==> src/rtl/riscv_pkg.sv <==
// Shared RISC-V core definitions: datapath width, major opcodes, the canonical NOP
// and the fetch FSM state type.
package riscv_pkg;

    localparam int unsigned XLEN = 32;

    localparam logic [6:0] BRANCH_OP    = 7'b1100011;
    localparam logic [6:0] LOAD_OP      = 7'b0000011;
    localparam logic [6:0] STORE_OP     = 7'b0100011;
    localparam logic [6:0] IMM_ARITH_OP = 7'b0010011;
    localparam logic [6:0] ARITH_OP     = 7'b0110011;

    // addi x0, x0, 0
    localparam logic [31:0] NOP_INSTR = 32'h0000_0013;

    typedef enum logic [1:0] {
        REQ,
        WAIT,
        HOLD
    } fetch_state_t;

endpackage

==> src/rtl/fetch_unit_pc_gen.sv <==
// Program counter register with next-PC selection: sequential pc+4 or an aligned
// branch target, advanced only when the held instruction is consumed.
module pc_gen #(
    parameter int unsigned     XLEN     = 32,
    parameter logic [XLEN-1:0] RESET_PC = '0
) (
    input  logic            clk,
    input  logic            rst,
    input  logic            consume,
    input  logic            branch_ctrl,
    input  logic            branch_taken,
    input  logic [XLEN-1:0] branch_target,
    output logic [XLEN-1:0] pc
);

    logic [XLEN-1:0] seqPc;
    logic [XLEN-1:0] alignedTarget;
    logic [XLEN-1:0] pcNext;

    always_comb begin
        seqPc         = pc + XLEN'(4);
        // Low two bits cleared so the PC can never become misaligned.
        alignedTarget = branch_target & ~XLEN'(3);
        pcNext        = (branch_ctrl && branch_taken) ? alignedTarget : seqPc;
    end

    always_ff @(posedge clk) begin
        if (rst) begin
            pc <= RESET_PC;
        end else if (consume) begin
            pc <= pcNext;
        end
    end

endmodule

==> src/rtl/fetch_unit.sv <==
// Instruction fetch stage: issues one imem request at a time, holds the returned
// instruction for the control unit and steps the PC when it is consumed.
module fetch_unit #(
    parameter int unsigned     XLEN      = 32,
    parameter logic [XLEN-1:0] RESET_PC  = '0,
    parameter logic [31:0]     NOP_INSTR = 32'h0000_0013
) (
    input  logic            clk,
    input  logic            rst,
    output logic            imem_req_valid,
    input  logic            imem_req_ready,
    output logic [XLEN-1:0] imem_req_addr,
    input  logic            imem_rsp_valid,
    input  logic [31:0]     imem_rsp_data,
    input  logic            branch_ctrl,
    input  logic            branch_taken,
    input  logic [XLEN-1:0] branch_target,
    input  logic            stall,
    output logic            instr_valid,
    output logic [31:0]     instr,
    output logic [6:0]      opcode,
    output logic [XLEN-1:0] pc
);

    import riscv_pkg::*;

    fetch_state_t state;
    fetch_state_t nextState;
    logic         captureRsp;
    logic         consume;

    always_ff @(posedge clk) begin
        if (rst) begin
            state <= REQ;
        end else begin
            state <= nextState;
        end
    end

    always_comb begin
        nextState  = state;
        captureRsp = 1'b0;
        consume    = 1'b0;
        case (state)
            REQ: begin
                if (imem_req_ready) begin
                    nextState = WAIT;
                end
            end
            WAIT: begin
                if (imem_rsp_valid) begin
                    captureRsp = 1'b1;
                    nextState  = HOLD;
                end
            end
            HOLD: begin
                if (!stall) begin
                    consume   = 1'b1;
                    nextState = REQ;
                end
            end
            default: nextState = REQ;
        endcase
    end

    always_ff @(posedge clk) begin
        if (rst) begin
            instr       <= NOP_INSTR;
            instr_valid <= 1'b0;
        end else if (captureRsp) begin
            instr       <= imem_rsp_data;
            instr_valid <= 1'b1;
        end else if (consume) begin
            instr       <= NOP_INSTR;
            instr_valid <= 1'b0;
        end
    end

    pc_gen #(
        .XLEN     (XLEN),
        .RESET_PC (RESET_PC)
    ) pcGen (
        .clk           (clk),
        .rst           (rst),
        .consume       (consume),
        .branch_ctrl   (branch_ctrl),
        .branch_taken  (branch_taken),
        .branch_target (branch_target),
        .pc            (pc)
    );

    assign imem_req_valid = (state == REQ) && !rst;
    assign imem_req_addr  = pc;
    assign opcode         = instr[6:0];

endmodule

==> config.mk <==
export PLATFORM = sky130hd
export DESIGN_NAME = fetch_unit
export DESIGN_NICKNAME = d
export VERILOG_FILES = /design/src/rtl/riscv_pkg.sv /design/src/rtl/fetch_unit_pc_gen.sv /design/src/rtl/fetch_unit.sv
export SDC_FILE = /design/constraint.sdc
export NUM_CORES = 1
export LEC_CHECK = 0
export ABC_AREA = 1
export CORE_MARGIN = 5
export CORE_UTILIZATION = 40
export DETAILED_ROUTE_END_ITERATION = 7
export MAX_ROUTING_LAYER = met4
export PLACE_DENSITY = 0.77
export SETUP_SLACK_MARGIN = 0.5
export SYNTH_ARGS = -nofsm -noshare
export SYNTH_HDL_FRONTEND = slang
export SYNTH_SLANG_ARGS = --single-unit
==> constraint.sdc <==
create_clock -name clk -period 1.7 [get_ports clk]
set_clock_uncertainty 0.15 [all_clocks]
set_input_delay 0.34 -clock clk [delete_from_list [all_inputs] [get_ports clk]]
set_output_delay 0.34 -clock clk [all_outputs]
set_load 0.1 [all_outputs]
# Word level (Yosys, flattened, before mapping)
# Index checks and enable logic that the tools add are counted.
[word_totals] elab_cells=29 rom_bits=0 ff_bits=67 ram_bits=0 inputBits=71 latchBits=0 n_memories=0
[op_classes] bitwise=0 mux=13 n_shift=0 n_div=0 n_addsub=1 n_reduce_logical=6 eq_ne=5 mul=0 n_lt_le_gt_ge=0
[ops] operator="$mux 32" count=3
[ops] operator="$add 32x3->32 const B" count=1
[ops] operator="$mux 1" count=6
[ops] operator="$mux 2" count=3
[ops] operator="$ne 2x2->1 const B" count=3
[ops] operator="$pmux 2 s3" count=1
[ops] operator="$reduce_and 3->1" count=1
[ops] operator="$eq 2x1->1 const B" count=1
[ops] operator="$eq 2x2->1 const B" count=1
[ops] operator="$logic_and 1x1->1" count=2
[ops] operator="$logic_not 2->1" count=1
[ops] operator="$reduce_bool 2->1" count=1
[ops] operator="$logic_not 1->1" count=1

# Depth between registers and ports, before layout
# Gate-level depths: netlist of the first run.
[depth] depth_word=4 ltp_mapped=10 depth_no_buf=10

# Modules after synthesis
# From an unflattened synthesis of the first run, not the netlist that was laid out.
[unflattened] hier_cells=591 hier_area_um2=3891.2
[by_module_without_submodules] mod="pc_gen" cells_per_inst=387 seq_area_each_um2=600.6 instances=1 area_each_um2=2230.9
[by_module_without_submodules] mod="fetch_unit" cells_per_inst=204 seq_area_each_um2=700.7 instances=1 area_each_um2=1660.3

# Least setup slack after synthesis of the first run
# No wires, ideal clock.
[synth_path] kind="input-to-output" startpoint="input port rst" endpoint="output port imem_req_valid" setup_slack_ps=-1535 arrival_ps=2745 stages=3 required_ps=1210 cell_sequence="clkbuf_1 clkbuf_1 nor3_1"
[synth_via] elab_chain_len=2
[synth_lines] item="start: declaration" line_no="fetch_unit.sv:9" text="input logic rst,"
[synth_lines] item="$logic_not 1->1" line_no="fetch_unit.sv:92" text="assign imem_req_valid = (state == REQ) && !rst;"
[synth_lines] item="$logic_and 1x1->1" line_no="fetch_unit.sv:92"
[synth_lines] item="end: declaration" line_no="fetch_unit.sv:10" text="output logic imem_req_valid,"
# Every way passes these cells.

# Worst setup path after layout of the first run
[layout_path] startpoint="register pcGen.pc[3]" endpoint="register pcGen.pc[25]"
[layout_via] elab_chain_len=2
[layout_lines] item="start: declaration" line_no="fetch_unit_pc_gen.sv:13" text="output logic [XLEN-1:0] pc"
[layout_lines] item="start signal: assignment" line_no="fetch_unit_pc_gen.sv:31" text="pc <= pcNext;"
[layout_lines] item="$add 32x3->32" line_no="fetch_unit_pc_gen.sv:21" text="seqPc = pc + XLEN'(4);"
[layout_lines] item="$mux 32" line_no="fetch_unit_pc_gen.sv:24" text="pcNext = (branch_ctrl && branch_taken) ? alignedTarget : seqPc;"
# Every way passes these cells.
# A chain may end at the register's enable or synchronous reset.

==> results of run 1 <==
## worst reg2reg max path: stages (launching register included)
cell	delay, ns
sky130_fd_sc_hd__dfxtp_4	0.39
sky130_fd_sc_hd__buf_6	0.11
sky130_fd_sc_hd__buf_6	0.12
sky130_fd_sc_hd__nand2_4	0.07
sky130_fd_sc_hd__nor2_4	0.17
sky130_fd_sc_hd__nand2_4	0.09
sky130_fd_sc_hd__nor2_4	0.21
sky130_fd_sc_hd__nand3_1	0.13
sky130_fd_sc_hd__nand3_1	0.11
sky130_fd_sc_hd__nand2_1	0.21
sky130_fd_sc_hd__a21oi_1	0.32
## where the power goes
part           leakage, uW  internal [uW]  switching, uW  total (uW)
Sequential        0.000569           1510           66.2        1570
Clock             0.000102            659            811        1470
Combinational      0.00319            580            839        1420
## layout by cell type (no fill, tap or decap), types with 9 or more instances in the layout
master	count
sky130_fd_sc_hd__buf_12	113
sky130_fd_sc_hd__a21oi_1	30
sky130_fd_sc_hd__buf_4	90
sky130_fd_sc_hd__buf_6	35
sky130_fd_sc_hd__dfxtp_4	46
sky130_fd_sc_hd__o21ai_1	9
sky130_fd_sc_hd__nand3_1	21
sky130_fd_sc_hd__nand4_1	31
sky130_fd_sc_hd__nor2_4	21
sky130_fd_sc_hd__clkdlybuf4s50_1	63
sky130_fd_sc_hd__nand3_4	16
sky130_fd_sc_hd__nand2_4	21
sky130_fd_sc_hd__nand2_1	102
sky130_fd_sc_hd__nand3_2	23
sky130_fd_sc_hd__nor2_1	40
sky130_fd_sc_hd__clkbuf_8	10
sky130_fd_sc_hd__nor2_2	15
sky130_fd_sc_hd__dfxtp_2	19
sky130_fd_sc_hd__inv_1	27
sky130_fd_sc_hd__a21oi_2	34
sky130_fd_sc_hd__nand2_2	30
## flip-flops by register name (all words and copies together), names as in the netlist
name,cells
instr_valid,1
state,2
instr,32
pcGen.pc,30
## cell families (layout without fill, tap and decap cells)
group           Yosys count  count (layout)
fa+ha+maj                 1               1
xor+xnor                  1               1
buf+inv                 114             378
flops                    65              65
simple gates            331             331
compound gates           94              94
other cells               1               4
## path summary, 6_finish.rpt
check | start | endpoint | slack (ns) | cells after the start
worst max-delay path | pcGen.pc[3] | pcGen.pc[25] | -0.48 | 10
worst min-delay path | stall | state[1] | 0.35 | 3
worst min register to register | instr[16] | instr[16] | 0.37 | 2
worst max register to register | pcGen.pc[3] | pcGen.pc[25] | -0.48 | 10
## what timing repair did
item	in CTS	in global routing
setup buffers	69	43
hold endpoints to repair	0	0
gates cloned	9	5
gates resized for setup	88	146
setup endpoints to repair	166	166
pin swaps	38	46
## metrics by stage
step / TNS, ns / power (uW)
after CTS: 0 / 4080
after detailed placement: -10.15 / 2670
final: -4.50 / 4460
after global placement: -6.37 / 2650
after global routing: -5.06 / 4490
after floorplan: -0.854 / 2270
## per-layer routing
metal,vias up,wire length (um),GRT usage (%)
li1,2502,-,-
met3,395,3910,8.51
met4,0,3590,18.9
met5,-,0,-
met1,3084,9660,36.0
met2,865,13400,61.3
## area by class of cell
| cell class | instances | share of cell area (%) |
|---|---|---|
| clock buffers | 12 | 1.77 |
| clock inverters | 4 | 0.239 |
| inverters | 38 | 1.86 |
| multi-input cells | 431 | 31.8 |
| flip-flops and latches | 65 | 15.9 |
| well taps | 133 | 1.77 |
| repair buffers | 323 | 46.6 |
| repair inverters | 1 | 0.0797 |
==> out/qor.yml, run 1 <==
final_layout:
  multi_input_area_mm2: 0.00299
  finalCoreUtilization_pct: 96.8
  fill_cells: 157
  area_growth_pct: 137
  n_antenna_cell: 0
  post_route_cells_drive_above_1_share_pct: 60.6
  design_area_mm2: 0.00942
  layout.cells.non_filler: 1007
  final_net_count: 941
  sequential_cell_area_mm2: 0.00150
power:
  power-per-cell-area_mw_per_mm2: 474
  total_leakage_power_uw: 0.00386
  vdd_drop_max_v: 0.000614
clock_tree:
  cts_buffer_count: 9
  tritoncts_num_sinks: 65
  cts_tree: "built"
  cts_buffer_depth: 2
  cts_hold_repair.buffers: 0
  htree_num_levels: 3
  clock_latency_reported_for_the_late_side_of_the_worst_skew_pair_ns: 0.38
  clkSlewWorstSetupHoldPaths_ns: 0.09
  clock-root-buffer: "sky130_fd_sc_hd__clkbuf_8"
critical_path:
  critical_path_class: "register to register"
  cp.arrival_ns: 2.29
  startpoint_type: "register"
  worst-endpoint-required_ns: 1.81
  cp.buffers_inverters: 2
  worstSetupEndpointType: "register"
  critical-path-top-delay-family: "simple AND/OR/NAND/NOR gates"
  cell_type_of_the_slowest_stage_on_the_worst_timing_path: "sky130_fd_sc_hd__dfxtp_4"
  cp_max_fo: 5
  crit_path_max_incr_delay_ns: 0.39
  worstPathCellList: "buf_6, buf_6, nand2_4, nor2_4, nand2_4, nor2_4, nand3_1, nand3_1, nand2_1, a21oi_1"
placement:
  placedCellCount: 865
  post_dp_cell_area_mm2: 0.00718
  place_hpwl_mm: 10.9
  gp_congestion: 0.892
  port-buffer-count: 169
  post-place-ws_ns: -0.284
synthesis:
  synthTopCellsByCount: "sky130_fd_sc_hd__nand2_1 (145), sky130_fd_sc_hd__dfxtp_1 (65), sky130_fd_sc_hd__nor2_1 (64), sky130_fd_sc_hd__a21oi_1 (62), sky130_fd_sc_hd__nand3_1 (60)"
  seq_area_frac_synth_pct: 32.8
  post_synth_xor_area_fraction_pct: 0.221
  yosys.area_share.adder_pct: 0.315
  synth.cell_area_mm2: 0.00397
  synth_simple_gate_area_share_pct: 38.9
  synth_ff_type: "sky130_fd_sc_hd__dfxtp_1"
  synth_mux_area_share_pct: 0
  synth_top_cell_area_share_pct: 32.8
  async_flop_share_pct: 0
  synth-warning-count: 0
  postSynthRegisterBits: 65
  synthTopCellsByArea: "sky130_fd_sc_hd__dfxtp_1 (33%), sky130_fd_sc_hd__nand2_1 (14%), sky130_fd_sc_hd__a21oi_1 (7.8%)"
  yosysMostFrequentCell: "sky130_fd_sc_hd__nand2_1"
  post_synth_num_cell_types: 35
  dominant_combinational_cell_family_by_area_after_synthesis: "simple AND/OR/NAND/NOR gates"
  syn_inst: 607
  synth_area_in_compound_gates_pct: 12.7
  synthDominantAreaCellType: "sky130_fd_sc_hd__dfxtp_1"
  synthesis.area_per_instance_um2: 6.54
  synth-edff-count: 0
status:
  run_status: "complete, but fails checks"
  failing_checks: "design-rule violations, negative setup slack"
grt:
  grt_start_max_net_pins: 62
  globalRoute.totalOverflow: 0
  grt.total_usage_pct: 35.0
  initial_antenna_violation_count: 0
  grt_first_pass_wirelength_mm: 31.4
  first_global_vias: 5902
sta:
  final-setup-viol-count: 50
  hold_slack_ns: 0.352
  rsz_0062_raised_after_global_routing: "yes"
  final.min_clock_period_ns: 2.18
  timing.final.max_slew_violations: 0
  clock.fmax_mhz: 459
  postLayoutSetupSlackWorst_ns: -0.476
  finalHoldViolCount: 0
  post_route_fraction_of_the_period_consumed_by_the_critical_path_pct: 128
hold_path:
  holdCritPathClass: "input pin to register"
die:
  die_h_um: 110
  rows: 36
  initial_utilization_pct: 40.8
  io_pins: 176
  core_region_area_mm2: 0.00973
  die_w_um: 110
  floorplan.die_area_mm2: 0.0120
detailed_routing:
  detailedRoute.firstIterationViolations: 997
  drt_drc_violations_left: 10
  detail_route.wirelength_mm: 30.5
  antenna_violating_nets_post_route: 0
  via_cell_ratio: 6.80
  num_vias: 6846
  detail_route.first_pass.iterations: 8
  routedWlPerCell_um: 30.3
run:
  max-cap-violations: 0
(Power assumes the default switching activity.)
==> run 2, diff against run 1 <==
--- a/config.mk
+++ b/config.mk
@@ -8,9 +8,10 @@
 export ABC_AREA = 1
 export CORE_MARGIN = 5
 export CORE_UTILIZATION = 40
+export CTS_BUF_LIST = sky130_fd_sc_hd__clkbuf_4 sky130_fd_sc_hd__clkbuf_8 sky130_fd_sc_hd__clkbuf_16
 export DETAILED_ROUTE_END_ITERATION = 7
 export MAX_ROUTING_LAYER = met4
-export PLACE_DENSITY = 0.77
+export PLACE_DENSITY = 0.82
 export SETUP_SLACK_MARGIN = 0.5
 export SYNTH_ARGS = -nofsm -noshare
 export SYNTH_HDL_FRONTEND = slang
==> run 2 against run 1 <==
Compared with the run above: the run ends with negative setup slack left; clock-buffer cell count down 1; largest cell class unchanged; global-route usage down 6.9 points; fmax up 8.6%; highest routed layer unchanged; register-to-register slack better by 0.17 ns; clock power about the same.
==> out/qor.yml, run 2 (synthesis gave the netlist of run 1 again) <==
status:
  run_status: "complete, but fails checks"
  failing_checks: "negative setup slack"
detailed_routing:
  detail_route.wirelength.met1_mm: 8.39  # -13%
  detailedRoute.firstIterationViolations: 797  # -20%
  detail_route.wirelength_mm: 26.9  # -12%
  routedWlPerCell_um: 27.1  # -11%
  drt_drc_violations_left: 0  # -10
  dr_wl_met2_mm: 12.4  # -7.3%
  dr_wl_met3_mm: 3.39  # -13%
  antenna_violating_nets_post_route: 0  # unchanged
  via_cell_ratio: 6.38  # -6.1%
  route.top_layer_used: "met4"
  num_vias: 6324  # -7.6%
  detail_route.first_pass.iterations: 8  # unchanged
critical_path:
  worst-endpoint-required_ns: 1.79  # -0.02 ns
  worstPathCellList: "buf_4, nand2_4, nor2_2, nand2_2, nor2_4, nand2_1, nand2_1, nand3_1, nand2_1, a21oi_1"
  worstSetupEndpointType: "register"
  cell_type_of_the_slowest_stage_on_the_worst_timing_path: "sky130_fd_sc_hd__dfxtp_4"
  cp.buffers_inverters: 1  # -1
  startpoint_type: "register"
  critical-path-top-delay-family: "simple AND/OR/NAND/NOR gates"
  cpMostUsedCell: "sky130_fd_sc_hd__nand2_1"
  cp.arrival_ns: 2.09  # -0.20 ns
  cp_max_fo: 3  # -2
  crit_path_max_incr_delay_ns: 0.40  # about the same
  critical_path_class: "register to register"
power:
  total_leakage_power_uw: 0.00360  # -6.9%
  design_power_total_uw: 4420  # -0.96%
  power-per-cell-area_mw_per_mm2: 482  # +1.9%
  vdd_drop_max_v: 0.000416  # -32%
clock_tree:
  cts_tree: "built"
  tritoncts_num_sinks: 65  # unchanged
  clock-root-buffer: "sky130_fd_sc_hd__clkbuf_8"
  cts_buffer_depth: 2  # unchanged
  cts_buffer_count: 9  # unchanged
  htree_num_levels: 3  # unchanged
  clock_latency_reported_for_the_late_side_of_the_worst_skew_pair_ns: 0.38  # about the same
  clkSlewWorstSetupHoldPaths_ns: 0.11  # +0.02 ns
  cts_hold_repair.buffers: 0  # unchanged
final_layout:
  most-common-layout-cells: "sky130_fd_sc_hd__nand2_1 (119), sky130_fd_sc_hd__buf_12 (111), sky130_fd_sc_hd__buf_4 (90), sky130_fd_sc_hd__clkdlybuf4s50_1 (64), sky130_fd_sc_hd__dfxtp_4 (49)"
  flip_flop_count_of_the_largest_register_all_copies_and_words_added: 32  # unchanged
  fill_cells: 260  # +66%
  leading_cell_type_in_the_layout_fill_and_taps_excluded: "sky130_fd_sc_hd__nand2_1"
  final_net_count: 925  # -1.7%
  area_growth_pct: 131
  n_antenna_cell: 0  # unchanged
  post_route_cells_drive_above_1_share_pct: 58.5  # -2.1 points
  largest_registers: "instr: 32 flops, pcGen.pc: 30 flops, state: 2 flops"
  max_flop_register: "instr"
  layout.cells.non_filler: 991  # -1.6%
grt:
  initial_antenna_violation_count: 0  # unchanged
  grt_first_pass_wirelength_mm: 26.0  # -17%
  grt.total_usage_pct: 28.1  # -6.9 points
  globalRoute.totalOverflow: 0  # unchanged
  first_global_vias: 5263  # -11%
  grt_start_max_net_pins: 34  # -45%
placement:
  port-buffer-count: 169  # unchanged
  place_hpwl_mm: 11.0  # +0.94%
  gp_congestion: 0.904  # +1.3%
  placedCellCount: 863  # -0.23%
die:
  core_region_area_mm2: 0.00973  # unchanged
  floorplan.die_area_mm2: 0.0120  # unchanged
  io_pins: 176  # unchanged
  rows: 36  # unchanged
  initial_utilization_pct: 40.8  # unchanged
  die_w_um: 110  # unchanged
  die_h_um: 110  # unchanged
sta:
  postLayoutSetupSlackWorst_ns: -0.304  # +0.173 ns
  finalHoldViolCount: 0  # unchanged
  clock.fmax_mhz: 499  # +8.6%
  rsz_0062_raised_after_global_routing: "yes"
  post_route_fraction_of_the_period_consumed_by_the_critical_path_pct: 118  # -10 points
  timing.final.max_slew_violations: 0  # unchanged
  final-setup-viol-count: 34  # -32%
  worst-slew-pin-transition_ns: 0.556
  slew_headroom_pct: 63.0
  final.min_clock_period_ns: 2.00  # -0.173 ns
run:
  max-cap-violations: 0  # unchanged
hold_path:
  holdCritPathClass: "input pin to register"
-- run 2: cell types whose count changed in the layout (fill, tap and decap cells not counted), sizes merged --
cell	delta
buf	-16
inv	+1
clkinvlp	-1
nand3	+1
bufbuf	-1
dlymetal6s2s	-1
clkdlybuf4s50	+1
-- run 2: through the flow --
stage | util, % | setup WS (ns) | TNS, ns | hold slack, ns | instance area, um^2
6_report | 94.1 | -0.304 | -2.53 | 0.294 | 9160
5_1_grt | 94.1 | -0.479 | -4.99 | 0.276 | 9160
4_1_cts | 80.7 | 0.0935 | 0 | 0.261 | 7850
3_5_place_dp | 73.5 | -0.228 | -8.56 | 0.333 | 7160
3_3_place_gp | 73.5 | -0.167 | -5.03 | 0.324 | 7160
2_1_floorplan | - | -0.216 | -0.854 | 0.325 | 5100
-- run 2: path summary, 6_finish.rpt --
check | startpoint | cells past startpoint | slack (ns) | end
hold reg to reg | instr[2] | 2 | 0.39 | instr[2]
setup reg to reg | pcGen.pc[3] | 10 | -0.30 | pcGen.pc[27]
setup / recovery | pcGen.pc[3] | 10 | -0.30 | pcGen.pc[27]
hold / removal | rst | 3 | 0.29 | pcGen.pc[14]
-- run 2: per-layer routing --
| metal | up-vias | global-route usage, % |
|---|---|---|
| met3 | 288 | 7.16 |
| met5 | - | - |
| met4 | 0 | 12.7 |
| met1 | 2883 | 30.0 |
| met2 | 687 | 49.0 |
| li1 | 2466 | - |
-- run 2: area by class of cell --
class | count | area, um^2 | share of cell area [%]
Timing Repair Buffer | 307 | 4110 | 44.9
Multi-Input combinational cell | 432 | 3020 | 32.9
Sequential cell | 65 | 1510 | 16.4
Tap cell | 133 | 166 | 1.82
Inverter | 38 | 165 | 1.80
Clock buffer | 11 | 163 | 1.78
Clock inverter | 5 | 32.5 | 0.355
-- run 2: worst register-to-register path, cell delays in order (launching register included) --
cell and delay (ns):
sky130_fd_sc_hd__dfxtp_4 0.40, sky130_fd_sc_hd__buf_4 0.16, sky130_fd_sc_hd__nand2_4 0.07, sky130_fd_sc_hd__nor2_2 0.31
sky130_fd_sc_hd__nand2_2 0.13, sky130_fd_sc_hd__nor2_4 0.14, sky130_fd_sc_hd__nand2_1 0.09, sky130_fd_sc_hd__nand2_1 0.10
sky130_fd_sc_hd__nand3_1 0.11, sky130_fd_sc_hd__nand2_1 0.12, sky130_fd_sc_hd__a21oi_1 0.07
-- run 2: repair_timing --
item,in CTS,in global routing
pin swaps,16,51
buffers inserted,52,52
endpoints found under the setup margin,166,166
gates resized for setup,35,171
cloned,1,7
-- run 2: power by group --
group	internal [uW]	switching [uW]	total, uW
clock	667	793	1460
combinational	559	824	1380
sequential	1500	73.4	1580
total	2730	1690	4420
==> run 3, diff against run 2 <==
--- a/config.mk
+++ b/config.mk
@@ -6,13 +6,14 @@
 export NUM_CORES = 1
 export LEC_CHECK = 0
 export ABC_AREA = 1
-export CORE_MARGIN = 5
 export CORE_UTILIZATION = 40
 export CTS_BUF_LIST = sky130_fd_sc_hd__clkbuf_4 sky130_fd_sc_hd__clkbuf_8 sky130_fd_sc_hd__clkbuf_16
+export CTS_CLUSTER_DIAMETER = 120
 export DETAILED_ROUTE_END_ITERATION = 7
 export MAX_ROUTING_LAYER = met4
 export PLACE_DENSITY = 0.82
 export SETUP_SLACK_MARGIN = 0.5
+export SLEW_MARGIN = 20
 export SYNTH_ARGS = -nofsm -noshare
 export SYNTH_HDL_FRONTEND = slang
 export SYNTH_SLANG_ARGS = --single-unit
==> run 3 against run 2 <==
Compared with the run above: area after synthesis stayed put; the flow now stops in 5_1_grt; synthesized cell count stayed put.
==> out/qor.yml, run 3 <==
synthesis:
  async_flop_share_pct: 0  # unchanged
  synth_ff_type: "sky130_fd_sc_hd__dfxtp_1"
  synthDominantAreaCellType: "sky130_fd_sc_hd__dfxtp_1"
  post_synth_num_cell_types: 35  # unchanged
  synthTopCellsByCount: "sky130_fd_sc_hd__nand2_1 (145), sky130_fd_sc_hd__dfxtp_1 (65), sky130_fd_sc_hd__nor2_1 (64), sky130_fd_sc_hd__a21oi_1 (62), sky130_fd_sc_hd__nand3_1 (60)"
  seq_area_frac_synth_pct: 32.8  # unchanged
  synthTopCellsByArea: "sky130_fd_sc_hd__dfxtp_1 (33%), sky130_fd_sc_hd__nand2_1 (14%), sky130_fd_sc_hd__a21oi_1 (7.8%)"
  syn_inst: 607  # unchanged
  synth-edff-count: 0  # unchanged
  synthesis.area_per_instance_um2: 6.54  # unchanged
  synth.cell_area_mm2: 0.00397  # unchanged
  postSynthRegisterBits: 65  # unchanged
  yosysMostFrequentCell: "sky130_fd_sc_hd__nand2_1"
  synth-warning-count: 0  # unchanged
  synth_top_cell_area_share_pct: 32.8  # unchanged
status:
  stop_stage: "5_1_grt"
  flow.first_error: "[ERROR GRT-0232] Routing congestion too high. Check the congestion heatmap in the GUI."
  run_status: "aborted with a tool error"
clock_tree:
  cts_buffer_depth: 2  # unchanged
  cts_buffer_count: 9  # unchanged
  htree_num_levels: 3  # unchanged
  tritoncts_num_sinks: 65  # unchanged
  cts_hold_repair.buffers: 0  # unchanged
  clock-root-buffer: "sky130_fd_sc_hd__clkbuf_8"
placement:
  placedCellCount: 861  # -0.23%
  place_hpwl_mm: 10.3  # -5.8%
  gp_congestion: 0.909  # +0.56%
  port-buffer-count: 169  # unchanged
die:
  rows: 35  # -2.8%
  io_pins: 176  # unchanged
  die_h_um: 102  # -7.3%
  die_w_um: 102  # -7.3%
  initial_utilization_pct: 42.2  # +1.4 points
sta:
  timing.worst_endpoint.kind: "sequential cell input"
  globalroute.repair_timing.worst_endpoint: "pcGen.pc[28]$_SDFFE_PP0P_/D"
grt:
  globalRoute.totalOverflow: 494
  grt.total_usage_pct: 91.7
  grt_start_max_net_pins: 42
[run 3: cell counts after synthesis]
No cell type changed its count.
[run 3: metrics by stage]
step | instance area, um^2 | setup WS [ns]
floorplan | 5100 | -0.216
global placement | 7190 | -0.164
detailed placement | 7190 | -0.221
CTS | 7970 | 0.0812
[run 3: cells by family after synthesis]
| kind of cell | count (synthesis) | synth area share (%) |
|---|---|---|
| xor gates and xnor gates | 1 | 0.221 |
| other | 1 | 0.0945 |
| AOI/OAI and AO/OA | 94 | 12.7 |
| DFF | 65 | 32.8 |
| buffers and inverters | 114 | 15.0 |
| adders and majority gates | 1 | 0.315 |
| and+or+nand+nor | 331 | 38.9 |
[run 3: what timing repair did]
action,CTS
cloned,1
setup endpoints to repair,166
buffers inserted,51
resized for setup,50
pin swaps,30
[run 3: routing by layer]
metal | GRT overflow | track usage (%)
met3 | 6 | 65.7
met4 | 132 | 104
met2 | 353 | 115
met1 | 3 | 84.2
met5 | - | -
==> run 4, diff against run 3 <==
==> config.mk (replaced) <==
export PLATFORM = sky130hd
export DESIGN_NAME = fetch_unit
export DESIGN_NICKNAME = d
export VERILOG_FILES = /design/src/rtl/riscv_pkg.sv /design/src/rtl/fetch_unit_pc_gen.sv /design/src/rtl/fetch_unit.sv
export SDC_FILE = /design/constraint.sdc
export NUM_CORES = 1
export LEC_CHECK = 0
export ABC_AREA = 1
export CORE_UTILIZATION = 25
export DETAILED_ROUTE_END_ITERATION = 7
export PLACE_DENSITY_LB_ADDON = 0.15
export SLEW_MARGIN = 20
export SYNTH_ARGS = -nofsm -noshare
export SYNTH_HDL_FRONTEND = slang
export SYNTH_SLANG_ARGS = --single-unit
==> run 4 against run 3 <==
Compared with the run above: the flow now finishes without violations.
==> out/qor.yml, run 4 (synthesis gave the netlist of run 1 again) <==
status:
  run_status: "finished clean"
final_layout:
  leading_cell_type_in_the_layout_fill_and_taps_excluded: "sky130_fd_sc_hd__nand2_1"
  n_antenna_cell: 0
  multi_input_area_mm2: 0.00218
  final_net_count: 825
  most-common-layout-cells: "sky130_fd_sc_hd__nand2_1 (142), sky130_fd_sc_hd__buf_12 (104), sky130_fd_sc_hd__clkdlybuf4s50_1 (67), sky130_fd_sc_hd__a21oi_1 (62), sky130_fd_sc_hd__nand3_1 (60)"
  sequential_cell_area_mm2: 0.00141
  finalCoreUtilization_pct: 48.1
  post_route_cells_drive_above_1_share_pct: 31.8
  largest_registers: "instr: 32 flops, pcGen.pc: 30 flops, state: 2 flops"
  fill_cells: 1449
  flip_flop_count_of_the_largest_register_all_copies_and_words_added: 32
  max_flop_register: "instr"
  area_growth_pct: 86.2
critical_path:
  crit-reg2reg-launch: "pcGen.pc[3]"
  startpoint_type: "register"
  cp.arrival_ns: 1.14
  worst-endpoint-required_ns: 1.21
  reg2reg_setup_slack_ns: 0.10
  worstRegToRegCells: 10
  r2r_end: "pcGen.pc[18]"
  cp_max_fo: 5
  critical_path_class: "register to primary output"
  worstSetupEndpointType: "primary output"
placement:
  gp_congestion: 0.784  # -14%
  port-buffer-count: 169  # unchanged
  place_hpwl_mm: 10.1  # -2.3%
die:
  io_pins: 176  # unchanged
  floorplan.die_area_mm2: 0.0164
  die_h_um: 128  # +26%
  initial_utilization_pct: 25.8  # -16 points
  rows: 45  # +29%
  core_region_area_mm2: 0.0154
  die_w_um: 128  # +26%
detailed_routing:
  drt_drc_violations_left: 0
  detail_route.first_pass.iterations: 4
  routedWlPerCell_um: 13.9
  num_vias: 4434
  detailedRoute.firstIterationViolations: 192
  via_cell_ratio: 4.58
  antenna_violating_nets_post_route: 0
  detail_route.wirelength_mm: 13.4
clock_tree:
  clock-root-buffer: "sky130_fd_sc_hd__clkbuf_16"
  cts_tree: "built"
  cts_buffer_depth: 2  # unchanged
  htree_num_levels: 3  # unchanged
  cts_hold_repair.buffers: 0  # unchanged
  clkSlewWorstSetupHoldPaths_ns: 0.05
  tritoncts_num_sinks: 65  # unchanged
  clock_latency_reported_for_the_late_side_of_the_worst_skew_pair_ns: 0.34
  cts_buffer_count: 9  # unchanged
power:
  combinational_group_share_of_total_power_pct: 21.1
  p_int_uw: 3470
  vdd_drop_max_v: 0.000518
  p_seq_share_pct: 32.6
  switching_part_of_the_total_pct: 28.4
  power-per-cell-area_mw_per_mm2: 656
  total_leakage_power_uw: 0.00276
  net-switching-power_uw: 1380
  pwr-share-clk_pct: 46.2
sta:
  rsz_0062_raised_after_global_routing: "yes"
  post_route_fraction_of_the_period_consumed_by_the_critical_path_pct: 96.1
  timing.final.max_slew_violations: 0
  hold_slack_ns: 0.247
  clock.fmax_mhz: 612
  final-setup-viol-count: 0
  final.min_clock_period_ns: 1.63
  finalHoldViolCount: 0
  fin_tns_setup_ns: 0
grt:
  grt_start_max_net_pins: 33
  first_global_vias: 4292
  globalRoute.totalOverflow: 0
  initial_antenna_violation_count: 0
  grt.total_usage_pct: 16.8
  grt_first_pass_wirelength_mm: 21.5
run:
  max-cap-violations: 0
hold_path:
  holdCritPathClass: "input pin to register"
  worstHoldPathCells: 3
  worst_hold_startpoint: "rst"
  worstHoldEndpoint: "instr[4]"
## run 4: what timing repair did
item	4_1_cts	5_1_grt
gates cloned	0	0
endpoints found under the setup margin	2	12
gates resized for setup	1	17
pin swaps	0	1
buffers inserted	0	1
## run 4: power by group through the flow
stage | Sequential [uW] | Clock, uW | Combinational (uW)
6_report | 1580 | 2240 | 1020
5_1_grt | 1590 | 2370 | 1070
4_1_cts | 1580 | 2300 | 1030
3_5_place_dp | 1620 | 0 | 1030
3_3_place_gp | 1610 | 0 | 1020
2_1_floorplan | 1840 | 0 | 363
## run 4: metrics by stage
stage,worst slack (ns),cell area [um^2],power [uW],cells
after floorplan,-0.216,4170,2200,610
after global routing,-0.00667,7390,5030,969
after CTS,0.0407,7330,4910,968
after detailed placement,-0.400,6960,2640,952
final,0.0666,7390,4850,969
after global placement,-0.300,6960,2640,952
## run 4: cell type report
| cell class | count | area share (%) |
|---|---|---|
| multi-input combinational | 431 | 29.4 |
| sequential | 65 | 19.0 |
| timing repair buffer | 208 | 41.0 |
| clock inverter | 1 | 0.406 |
| clock buffer | 15 | 4.64 |
| inverter | 38 | 1.93 |
| tap | 211 | 3.57 |
## run 4: metal layers
metal | vias up | global-route usage [%] | wire [um] | part of all wire, %
met2 | 130 | 29.5 | 6780 | 50
met4 | 0 | 4.43 | 156 | 1.2
met5 | - | 0 | 0 | 0
met1 | 2036 | 18.2 | 5320 | 40
li1 | 2255 | - | - | -
met3 | 13 | 7.68 | 1180 | 8.8
## run 4: how the worst max path moves through the flow
stage / endpoint / depth (start not counted) / from / slack (ns)
finish: imem_req_valid / 2 / state[0] / 0.07
global route: pcGen.pc[28] / 10 / pcGen.pc[12] / -0.007
CTS: pcGen.pc[13] / 8 / branch_ctrl / 0.04
detailed placement: pcGen.pc[13] / 8 / branch_ctrl / -0.40
global placement: pcGen.pc[13] / 8 / branch_ctrl / -0.30
floorplan: imem_req_valid / 3 / rst / -0.22
## run 4: critical path: stages (launching register included)
cell and delay, ns:
sky130_fd_sc_hd__dfxtp_1 0.37, sky130_fd_sc_hd__nor3_4 0.23, sky130_fd_sc_hd__buf_12 0.20
